### config.mk
export PLATFORM = sky130hd
export DESIGN_NAME = mem_wait_gen_flat
export DESIGN_NICKNAME = d
export VERILOG_FILES = /design/src/rtl/mem_wait_gen_pkg.sv /design/src/rtl/mem_wait_gen_if.sv /design/src/rtl/mem_wait_gen_ws_counter.sv /design/src/rtl/mem_wait_gen.sv /design/src/flat_wrapper.sv
export VERILOG_INCLUDE_DIRS = /design/src /design/src/rtl
export SDC_FILE = /design/constraint.sdc
export NUM_CORES = 1
export LEC_CHECK = 0
export CAP_MARGIN = 15
export CORE_MARGIN = 3
export CORE_UTILIZATION = 47
export CTS_CLUSTER_DIAMETER = 40
export DETAILED_ROUTE_END_ITERATION = 16
export PLACE_DENSITY_LB_ADDON = 0.08
export SLEW_MARGIN = 20
export SYNTH_ARGS = -nofsm -noshare
export SYNTH_HDL_FRONTEND = slang
export SYNTH_SLANG_ARGS = --single-unit
### constraint.sdc
create_clock -name clk1 -period 1.9 [get_ports clk1]
set_input_delay 0.57 -clock clk1 [delete_from_list [all_inputs] [get_ports clk1]]
set_output_delay 0.57 -clock clk1 [all_outputs]
set_load 0.005 [all_outputs]
### src/rtl/mem_wait_defs.v
// Shared state and region codes for the wait-state generator and the bus monitor.
// Latency: n/a (text macros only).
// Backpressure: n/a.
`ifndef MEM_WAIT_DEFS_V
`define MEM_WAIT_DEFS_V

`define MWG_ST_IDLE 2'd0
`define MWG_ST_WAIT 2'd1
`define MWG_ST_HOLD 2'd2
`define MWG_ST_ERR  2'd3

`define MWG_RG_RAM  2'b00
`define MWG_RG_ROM  2'b01
`define MWG_RG_IO   2'b10
`define MWG_RG_UNM  2'b11

`endif

### src/rtl/mem_wait_gen_pkg.sv
// Types and helpers for mem_wait_gen; codes come from the shared mem_wait_defs.v.
// Latency: n/a (package).
// Backpressure: n/a.
`include "mem_wait_defs.v"

package mem_wait_gen_pkg;

  typedef enum logic [1:0] {
    ST_IDLE = `MWG_ST_IDLE,
    ST_WAIT = `MWG_ST_WAIT,
    ST_HOLD = `MWG_ST_HOLD,
    ST_ERR  = `MWG_ST_ERR
  } state_t;

  typedef enum logic [1:0] {
    RG_RAM = `MWG_RG_RAM,
    RG_ROM = `MWG_RG_ROM,
    RG_IO  = `MWG_RG_IO,
    RG_UNM = `MWG_RG_UNM
  } region_t;

  // Wait-cycle count for a decoded region.
  function automatic int ws_sel(region_t r, int ram, int rom, int io, int unm);
    case (r)
      RG_RAM:  return ram;
      RG_ROM:  return rom;
      RG_IO:   return io;
      default: return unm;
    endcase
  endfunction

endpackage

### src/rtl/mem_wait_gen_if.sv
// Processor-side bus strobes and wait/status lines of the wait-state generator.
// Latency: n/a (wiring only).
// Backpressure: nws low stalls the processor; nws_ext lets slow slaves add stalls.
interface mem_wait_gen_if;
  logic       nmem;
  logic       nio;
  logic       nr;
  logic       nw;
  logic [1:0] ab_hi;
  logic       nws_ext;
  logic       nws;
  logic       busy;
  logic [1:0] region;
  logic       nberr;

  modport master (
    output nmem, nio, nr, nw, ab_hi, nws_ext,
    input  nws, busy, region, nberr
  );

  modport slave (
    input  nmem, nio, nr, nw, ab_hi, nws_ext,
    output nws, busy, region, nberr
  );
endinterface

### src/rtl/mem_wait_gen_ws_counter.sv
// Loadable down-counter that saturates at zero (never wraps).
// Latency: load/decrement visible one clk1 edge later.
// Backpressure: none; load has priority over decrement.
module ws_counter #(
  parameter int CNT_W = 4
) (
  input  logic             clk1,
  input  logic             nreset,
  input  logic             i_load,
  input  logic [CNT_W-1:0] i_load_val,
  input  logic             i_dec,
  output logic [CNT_W-1:0] o_cnt,
  output logic             o_zero
);

  logic [CNT_W-1:0] r_cnt;

  // Load wins; decrement is gated at zero so the count cannot wrap.
  always_ff @(posedge clk1 or negedge nreset) begin
    if (!nreset) begin
      r_cnt <= '0;
    end else if (i_load) begin
      r_cnt <= i_load_val;
    end else if (i_dec && (r_cnt != '0)) begin
      r_cnt <= r_cnt - 1'b1;
    end
  end

  assign o_cnt  = r_cnt;
  assign o_zero = (r_cnt == '0);

endmodule

### src/rtl/mem_wait_gen.sv
// Bus-cycle wait-state generator: per-region wait cycles on nws, merged with slave waits.
// Latency: nws drops the edge after a request starts; nws_ext reaches nws combinationally.
// Backpressure: MEM_WAIT_GEN_WATCHDOG_EN adds an abort (nberr) after TIMEOUT ext-wait edges.
module mem_wait_gen
  import mem_wait_gen_pkg::*;
#(
  parameter int RAM_WS = 1,
  parameter int ROM_WS = 2,
  parameter int IO_WS  = 3,
  parameter int UNM_WS = 0,
  parameter int CNT_W  = 4
`ifdef MEM_WAIT_GEN_WATCHDOG_EN
  , parameter int TIMEOUT = 15
`endif
) (
  input  logic          clk1,
  input  logic          nreset,
  mem_wait_gen_if.slave bus
);

  localparam logic [CNT_W-1:0] C_ONE = CNT_W'(1);

  state_t           r_state, w_state_nxt;
  region_t          r_region, w_region_nxt, w_region_dec;
  logic             r_req_q;
  logic             r_nws_i, w_nws_nxt;
  logic             w_req, w_start;
  logic [CNT_W-1:0] w_ws;
  logic             w_cnt_load, w_cnt_dec, w_cnt_zero;
  logic [CNT_W-1:0] w_cnt_val, w_cnt;
  logic             w_nberr_nxt;
  logic             w_timeout;

  assign w_req   = (!bus.nmem || !bus.nio) && (!bus.nr || !bus.nw);
  assign w_start = w_req && !r_req_q;

  // Region decode: any I/O strobe wins over memory space and address.
  always_comb begin
    w_region_dec = RG_RAM;
    if (!bus.nio)           w_region_dec = RG_IO;
    else if (bus.ab_hi[0])  w_region_dec = RG_UNM;
    else if (bus.ab_hi[1])  w_region_dec = RG_ROM;
    else                    w_region_dec = RG_RAM;
  end

  assign w_ws = CNT_W'(ws_sel(w_region_dec, RAM_WS, ROM_WS, IO_WS, UNM_WS));

  ws_counter #(.CNT_W(CNT_W)) u_cnt (
    .clk1       (clk1),
    .nreset     (nreset),
    .i_load     (w_cnt_load),
    .i_load_val (w_cnt_val),
    .i_dec      (w_cnt_dec),
    .o_cnt      (w_cnt),
    .o_zero     (w_cnt_zero)
  );

`ifdef MEM_WAIT_GEN_WATCHDOG_EN
  logic             w_tload, w_tdec, w_tzero;
  logic [CNT_W-1:0] w_tcnt;
  logic             r_nberr;

  // Watchdog counts down from TIMEOUT on every ext-wait edge of an active cycle.
  assign w_tload   = (r_state == ST_IDLE) || (r_state == ST_ERR) || bus.nws_ext;
  assign w_tdec    = ((r_state == ST_WAIT) || (r_state == ST_HOLD)) && !bus.nws_ext && !w_tzero;
  assign w_timeout = w_tdec && (w_tcnt == C_ONE);

  ws_counter #(.CNT_W(CNT_W)) u_tcnt (
    .clk1       (clk1),
    .nreset     (nreset),
    .i_load     (w_tload),
    .i_load_val (CNT_W'(TIMEOUT)),
    .i_dec      (w_tdec),
    .o_cnt      (w_tcnt),
    .o_zero     (w_tzero)
  );

  // One-cycle bus-error pulse on the edge the watchdog expires.
  always_ff @(posedge clk1 or negedge nreset) begin
    if (!nreset) r_nberr <= 1'b1;
    else         r_nberr <= w_nberr_nxt;
  end

  assign bus.nberr = r_nberr;
  assign bus.nws   = r_nws_i && (bus.nws_ext || (r_state == ST_ERR));
`else
  assign w_timeout = 1'b0;
  assign bus.nberr = 1'b1;
  assign bus.nws   = r_nws_i && bus.nws_ext;
`endif

  // Next-state logic: start classification, wait countdown, hold, abort.
  always_comb begin
    w_state_nxt  = r_state;
    w_region_nxt = r_region;
    w_nws_nxt    = r_nws_i;
    w_cnt_load   = 1'b0;
    w_cnt_val    = '0;
    w_cnt_dec    = 1'b0;
    w_nberr_nxt  = 1'b1;
    case (r_state)
      ST_IDLE: begin
        if (w_start) begin
          w_region_nxt = w_region_dec;
          if (w_ws != '0) begin
            w_cnt_load  = 1'b1;
            w_cnt_val   = w_ws;
            w_nws_nxt   = 1'b0;
            w_state_nxt = ST_WAIT;
          end else begin
            w_state_nxt = ST_HOLD;
          end
        end
      end
      ST_WAIT: begin
        if (!w_req) begin
          w_nws_nxt   = 1'b1;
          w_cnt_load  = 1'b1;
          w_state_nxt = ST_IDLE;
        end else if (w_timeout) begin
          w_nws_nxt   = 1'b1;
          w_cnt_load  = 1'b1;
          w_nberr_nxt = 1'b0;
          w_state_nxt = ST_ERR;
        end else begin
          w_cnt_dec = 1'b1;
          if ((w_cnt == C_ONE) || w_cnt_zero) begin
            w_nws_nxt   = 1'b1;
            w_state_nxt = ST_HOLD;
          end
        end
      end
      ST_HOLD: begin
        if (!w_req) begin
          w_state_nxt = ST_IDLE;
        end else if (w_timeout) begin
          w_nberr_nxt = 1'b0;
          w_state_nxt = ST_ERR;
        end
      end
`ifdef MEM_WAIT_GEN_WATCHDOG_EN
      ST_ERR: begin
        if (!w_req) w_state_nxt = ST_IDLE;
      end
`endif
      default: begin
        w_nws_nxt   = 1'b1;
        w_state_nxt = ST_IDLE;
      end
    endcase
  end

  // State, region, internal wait and request-edge registers.
  always_ff @(posedge clk1 or negedge nreset) begin
    if (!nreset) begin
      r_state  <= ST_IDLE;
      r_region <= RG_RAM;
      r_nws_i  <= 1'b1;
      r_req_q  <= 1'b0;
    end else begin
      r_state  <= w_state_nxt;
      r_region <= w_region_nxt;
      r_nws_i  <= w_nws_nxt;
      r_req_q  <= w_req;
    end
  end

  assign bus.busy   = (r_state != ST_IDLE);
  assign bus.region = r_region;

endmodule

### src/flat_wrapper.sv
// flat-port wrapper written by rule: the top's interface ports become plain ports
module mem_wait_gen_flat import mem_wait_gen_pkg::*;
#(
  parameter int RAM_WS = 1,
  parameter int ROM_WS = 2,
  parameter int IO_WS  = 3,
  parameter int UNM_WS = 0,
  parameter int CNT_W  = 4

)
  (clk1, nreset, bus_nmem, bus_nio, bus_nr, bus_nw, bus_ab_hi, bus_nws_ext, bus_nws, bus_busy, bus_region, bus_nberr);
  mem_wait_gen_if bus_i ();
  input  logic clk1;
  input  logic nreset;
  input wire logic [$bits(bus_i.nmem)-1:0] bus_nmem;
  input wire logic [$bits(bus_i.nio)-1:0] bus_nio;
  input wire logic [$bits(bus_i.nr)-1:0] bus_nr;
  input wire logic [$bits(bus_i.nw)-1:0] bus_nw;
  input wire logic [$bits(bus_i.ab_hi)-1:0] bus_ab_hi;
  input wire logic [$bits(bus_i.nws_ext)-1:0] bus_nws_ext;
  output wire logic [$bits(bus_i.nws)-1:0] bus_nws;
  output wire logic [$bits(bus_i.busy)-1:0] bus_busy;
  output wire logic [$bits(bus_i.region)-1:0] bus_region;
  output wire logic [$bits(bus_i.nberr)-1:0] bus_nberr;
  assign bus_i.nmem = bus_nmem;
  assign bus_i.nio = bus_nio;
  assign bus_i.nr = bus_nr;
  assign bus_i.nw = bus_nw;
  assign bus_i.ab_hi = bus_ab_hi;
  assign bus_i.nws_ext = bus_nws_ext;
  assign bus_nws = bus_i.nws;
  assign bus_busy = bus_i.busy;
  assign bus_region = bus_i.region;
  assign bus_nberr = bus_i.nberr;
  mem_wait_gen #(.RAM_WS(RAM_WS), .ROM_WS(ROM_WS), .IO_WS(IO_WS), .UNM_WS(UNM_WS), .CNT_W(CNT_W)) u_core (.clk1(clk1), .nreset(nreset), .bus(bus_i));
endmodule
==> flow_summary_export.csv <==
group,metric,value,unit
run_status,status,"complete, no violations",
run,timing.max_cap.violations,0,
power,ir_drop,0.781,mV
clock_network,cts.root.buffer_cell,"sky130_fd_sc_hd__clkbuf_4",
placed_design,port_buffers,12,
power,leakage,0.424,nW
clock_network,cts_buffers,3,
grt,grt_overflow,0,
hold_path,holdCritStartpoint,"u_core.bus.region[1]",
placed_design,post_dp_cell_area,821,µm²
yosys,syn-instance-count,64,
floorplan,num_rows,12,
power,p_int,680,µW
yosys,synth_sequential_area_ratio,0.399,
route,routed_wire_length_per_instance,13.7,µm
yosys,ys_seq_elements,10,
sta,setup_tns,0,ps
grt,grt_util_all_layers,0.179,
floorplan,die_h,42.6,µm
route,routed_via_count,557,
yosys,synth.cell_area,631,µm²
critical_path,worst-endpoint-arrival,1230,ps
placed_design,place_ws,-288,ps
route,viasPerCell,5.41,
clock_network,worstSkewPairLatency,270,ps
yosys,syn_avg_cell_area,9.85,µm²
sta,layout_min_cycle_time,1800,ps
sta,finalSetupViolCount,0,
critical_path,reg2reg_from,"u_core.u_cnt.o_cnt[0]",
power,power.density,1190,nW/µm²
floorplan,fp.coreArea,1190,µm²
critical_path,ff2ff_setup_slack,350,ps
floorplan,io_pins,14,
floorplan,initial_util,0.532,
power,seq_power_share,0.353,
grt,wire_length_of_the_first_global_routing_pass,2380,µm
sta,rsz0062_at_grt,"no",
route,drt_pass1_iterations,4,
grt,first_global_vias,546,
critical_path,timing.reg2reg.worst_path_depth,6,
critical_path,worstSetupEndpointType,"primary output",
power,power_switching,359,µW
clock_network,cts.reportedPaths.clkPinSlew,70,ps
route,drc_errors,0,
sta,hold_viol,0,
yosys,synth-warning-count,0,
critical_path,critPathKind,"in -> out",
cells_and_area,stdcell_area,876,µm²
clock_network,cts_hold_buffers,0,
yosys,yosys_most_used_dff,"sky130_fd_sc_hd__dfrtp_1",
critical_path,worst_setup_path_start_kind,"input port",
route,drt_first_iter_violations,14,
grt,antenna_found_initial,0,
power,comb_power_share,0.458,
critical_path,critical_path_required,1330,ps
placed_design,dpl.hpwl,1030,µm
power,swShare,0.345,
power,p_clk_frac,0.188,
cells_and_area,n_antenna_cell,0,
cells_and_area,final_nets,101,
grt,grt_max_degree,11,
clock_network,cts_tree,"done",
yosys,synthArstFlopShare,1.00,
sta,max_freq,0.555,GHz
route,postRouteWirelength,1410,µm
placed_design,place.gp.congestion,0.838,
floorplan,die_area,1820,µm²
cells_and_area,layout.filler_cells,83,
critical_path,crit_path_max_fanout,1,
yosys,synth.net_count,75,
hold_path,hold_path_end,"u_core.bus.region[1]",
clock_network,max-clock-path-buffers,2,
floorplan,die_width,42.6,µm
clock_network,cts.sinks,10,
hold_path,hold-path-cell-count,2,
yosys,yosys.cell_types.count,38,
sta,final.setup_skew,2.36,ps
cells_and_area,ratio_of_cells_with_drive_above_1_in_the_final_layout,0.292,
hold_path,worst_hold_path_type,"reg -> reg",
sta,layout_setup_ws,98.6,ps
route,ant_nets,0,
cells_and_area,areaGrowthSynthToFinish,38.9,%
sta,layout_worst_path_cycle_share,0.948,
clock_network,clock_tree.htree_level_count,1,
sta,slew_violations,0,
critical_path,reg2reg_to,"u_core.u_cnt.o_cnt[1]",
sta,hold-worst-slack,481,ps
yosys,synth_enable_flop_cells,0,
registers in the layout (all words and copies together) (netlist names):
signal and count:
u_core.r_state 2, u_core.bus.region 2, u_core.r_req_q 1, u_core.u_cnt.o_cnt 4, u_core.r_nws_i 1
how the worst max path moves through the flow:
stage           startpoint                     to
2_1_floorplan      bus_nio   u_core.bus.region[0]
3_3_place_gp   bus_nws_ext                bus_nws
3_5_place_dp   bus_nws_ext                bus_nws
4_1_cts        bus_nws_ext                bus_nws
5_1_grt            bus_nio  u_core.u_cnt.o_cnt[3]
6_report       bus_nws_ext                bus_nws
final cells by class:
cell class | instances | area, µm² | area share
clock buffer | 4 | 36.3 | 0.0414
inverter | 5 | 23.8 | 0.0271
multi-input combinational | 48 | 353 | 0.403
sequential | 10 | 253 | 0.289
tap | 14 | 17.5 | 0.0200
timing repair buffer | 22 | 193 | 0.220
worst max-delay path, stage by stage:
cell and delay, ps:
sky130_fd_sc_hd__clkdlybuf4s50_1 450, sky130_fd_sc_hd__and2_1 110, sky130_fd_sc_hd__clkbuf_2 100
power by group through the flow:
| stage | clock, mW | combinational [mW] | sequential [mW] |
|---|---|---|---|
| 2_1_floorplan | 0 | 0.272 | 0.357 |
| 3_3_place_gp | 0 | 0.445 | 0.366 |
| 3_5_place_dp | 0 | 0.455 | 0.371 |
| 4_1_cts | 0.204 | 0.483 | 0.362 |
| 5_1_grt | 0.213 | 0.530 | 0.376 |
| 6_report | 0.195 | 0.476 | 0.367 |
repair_timing:
| item | in CTS | in global routing |
|---|---|---|
| gates resized for setup | 3 | 3 |
| endpoints found under the setup margin | 2 | 2 |
| buffers inserted | 2 | 0 |
| pin swaps | 1 | 1 |
layer usage:
| layer | GRT usage | up-vias | routed length [µm] |
|---|---|---|---|
| met5 | 0 | - | 0 |
| met2 | 0.281 | 18 | 635 |
| met4 | 0.112 | 0 | 14 |
| li1 | - | 280 | - |
| met3 | 0.0386 | 2 | 88 |
| met1 | 0.216 | 257 | 669 |
placed cells by master, fill, tap and decap left out, drive strengths merged, types with 2 or more instances in the layout:
cell type / Yosys / final
clkdlybuf4s50: 0 / 10
a21oi: 2 / 2
nand3: 2 / 2
ha: 2 / 2
nor3: 2 / 2
nor2: 8 / 8
o21a: 2 / 2
nand2: 6 / 6
a22o: 2 / 2
clkbuf: 0 / 5
o21ai: 3 / 3
inv: 4 / 4
dfrtp: 9 / 9
buf: 1 / 10
stage by stage:
step / total power, mW / util / std cells
final: 1.04 / 0.738 / 103
after global routing: 1.12 / 0.738 / 103
after CTS: 1.05 / 0.736 / 103
after detailed placement: 0.826 / 0.692 / 97
after global placement: 0.811 / 0.692 / 97
after floorplan: 0.629 / - / 64
cells by family after synthesis:
group                      Yosys count  share of synthesized area
muxes                                2                     0.0337
and+or+nand+nor                     26                      0.234
buffers and inverters                6                     0.0496
adders and majority gates            2                     0.0397
other                                1                    0.00595
DFF                                 10                      0.399
AOI/OAI and AO/OA                   17                      0.238
synth_stat cells, drive strengths merged, types with 2 or more instances:
cell / n / area (µm²)
a21oi: 2 / 10.0
a22o: 2 / 18.8
dfrtp: 9 / 225
ha: 2 / 25.0
inv: 4 / 15.0
nand2: 6 / 25.0
nand3: 2 / 10.0
nor2: 8 / 35.0
nor3: 2 / 15.0
o21a: 2 / 15.0
o21ai: 3 / 15.0
Power figures use the tool's default switching activity.
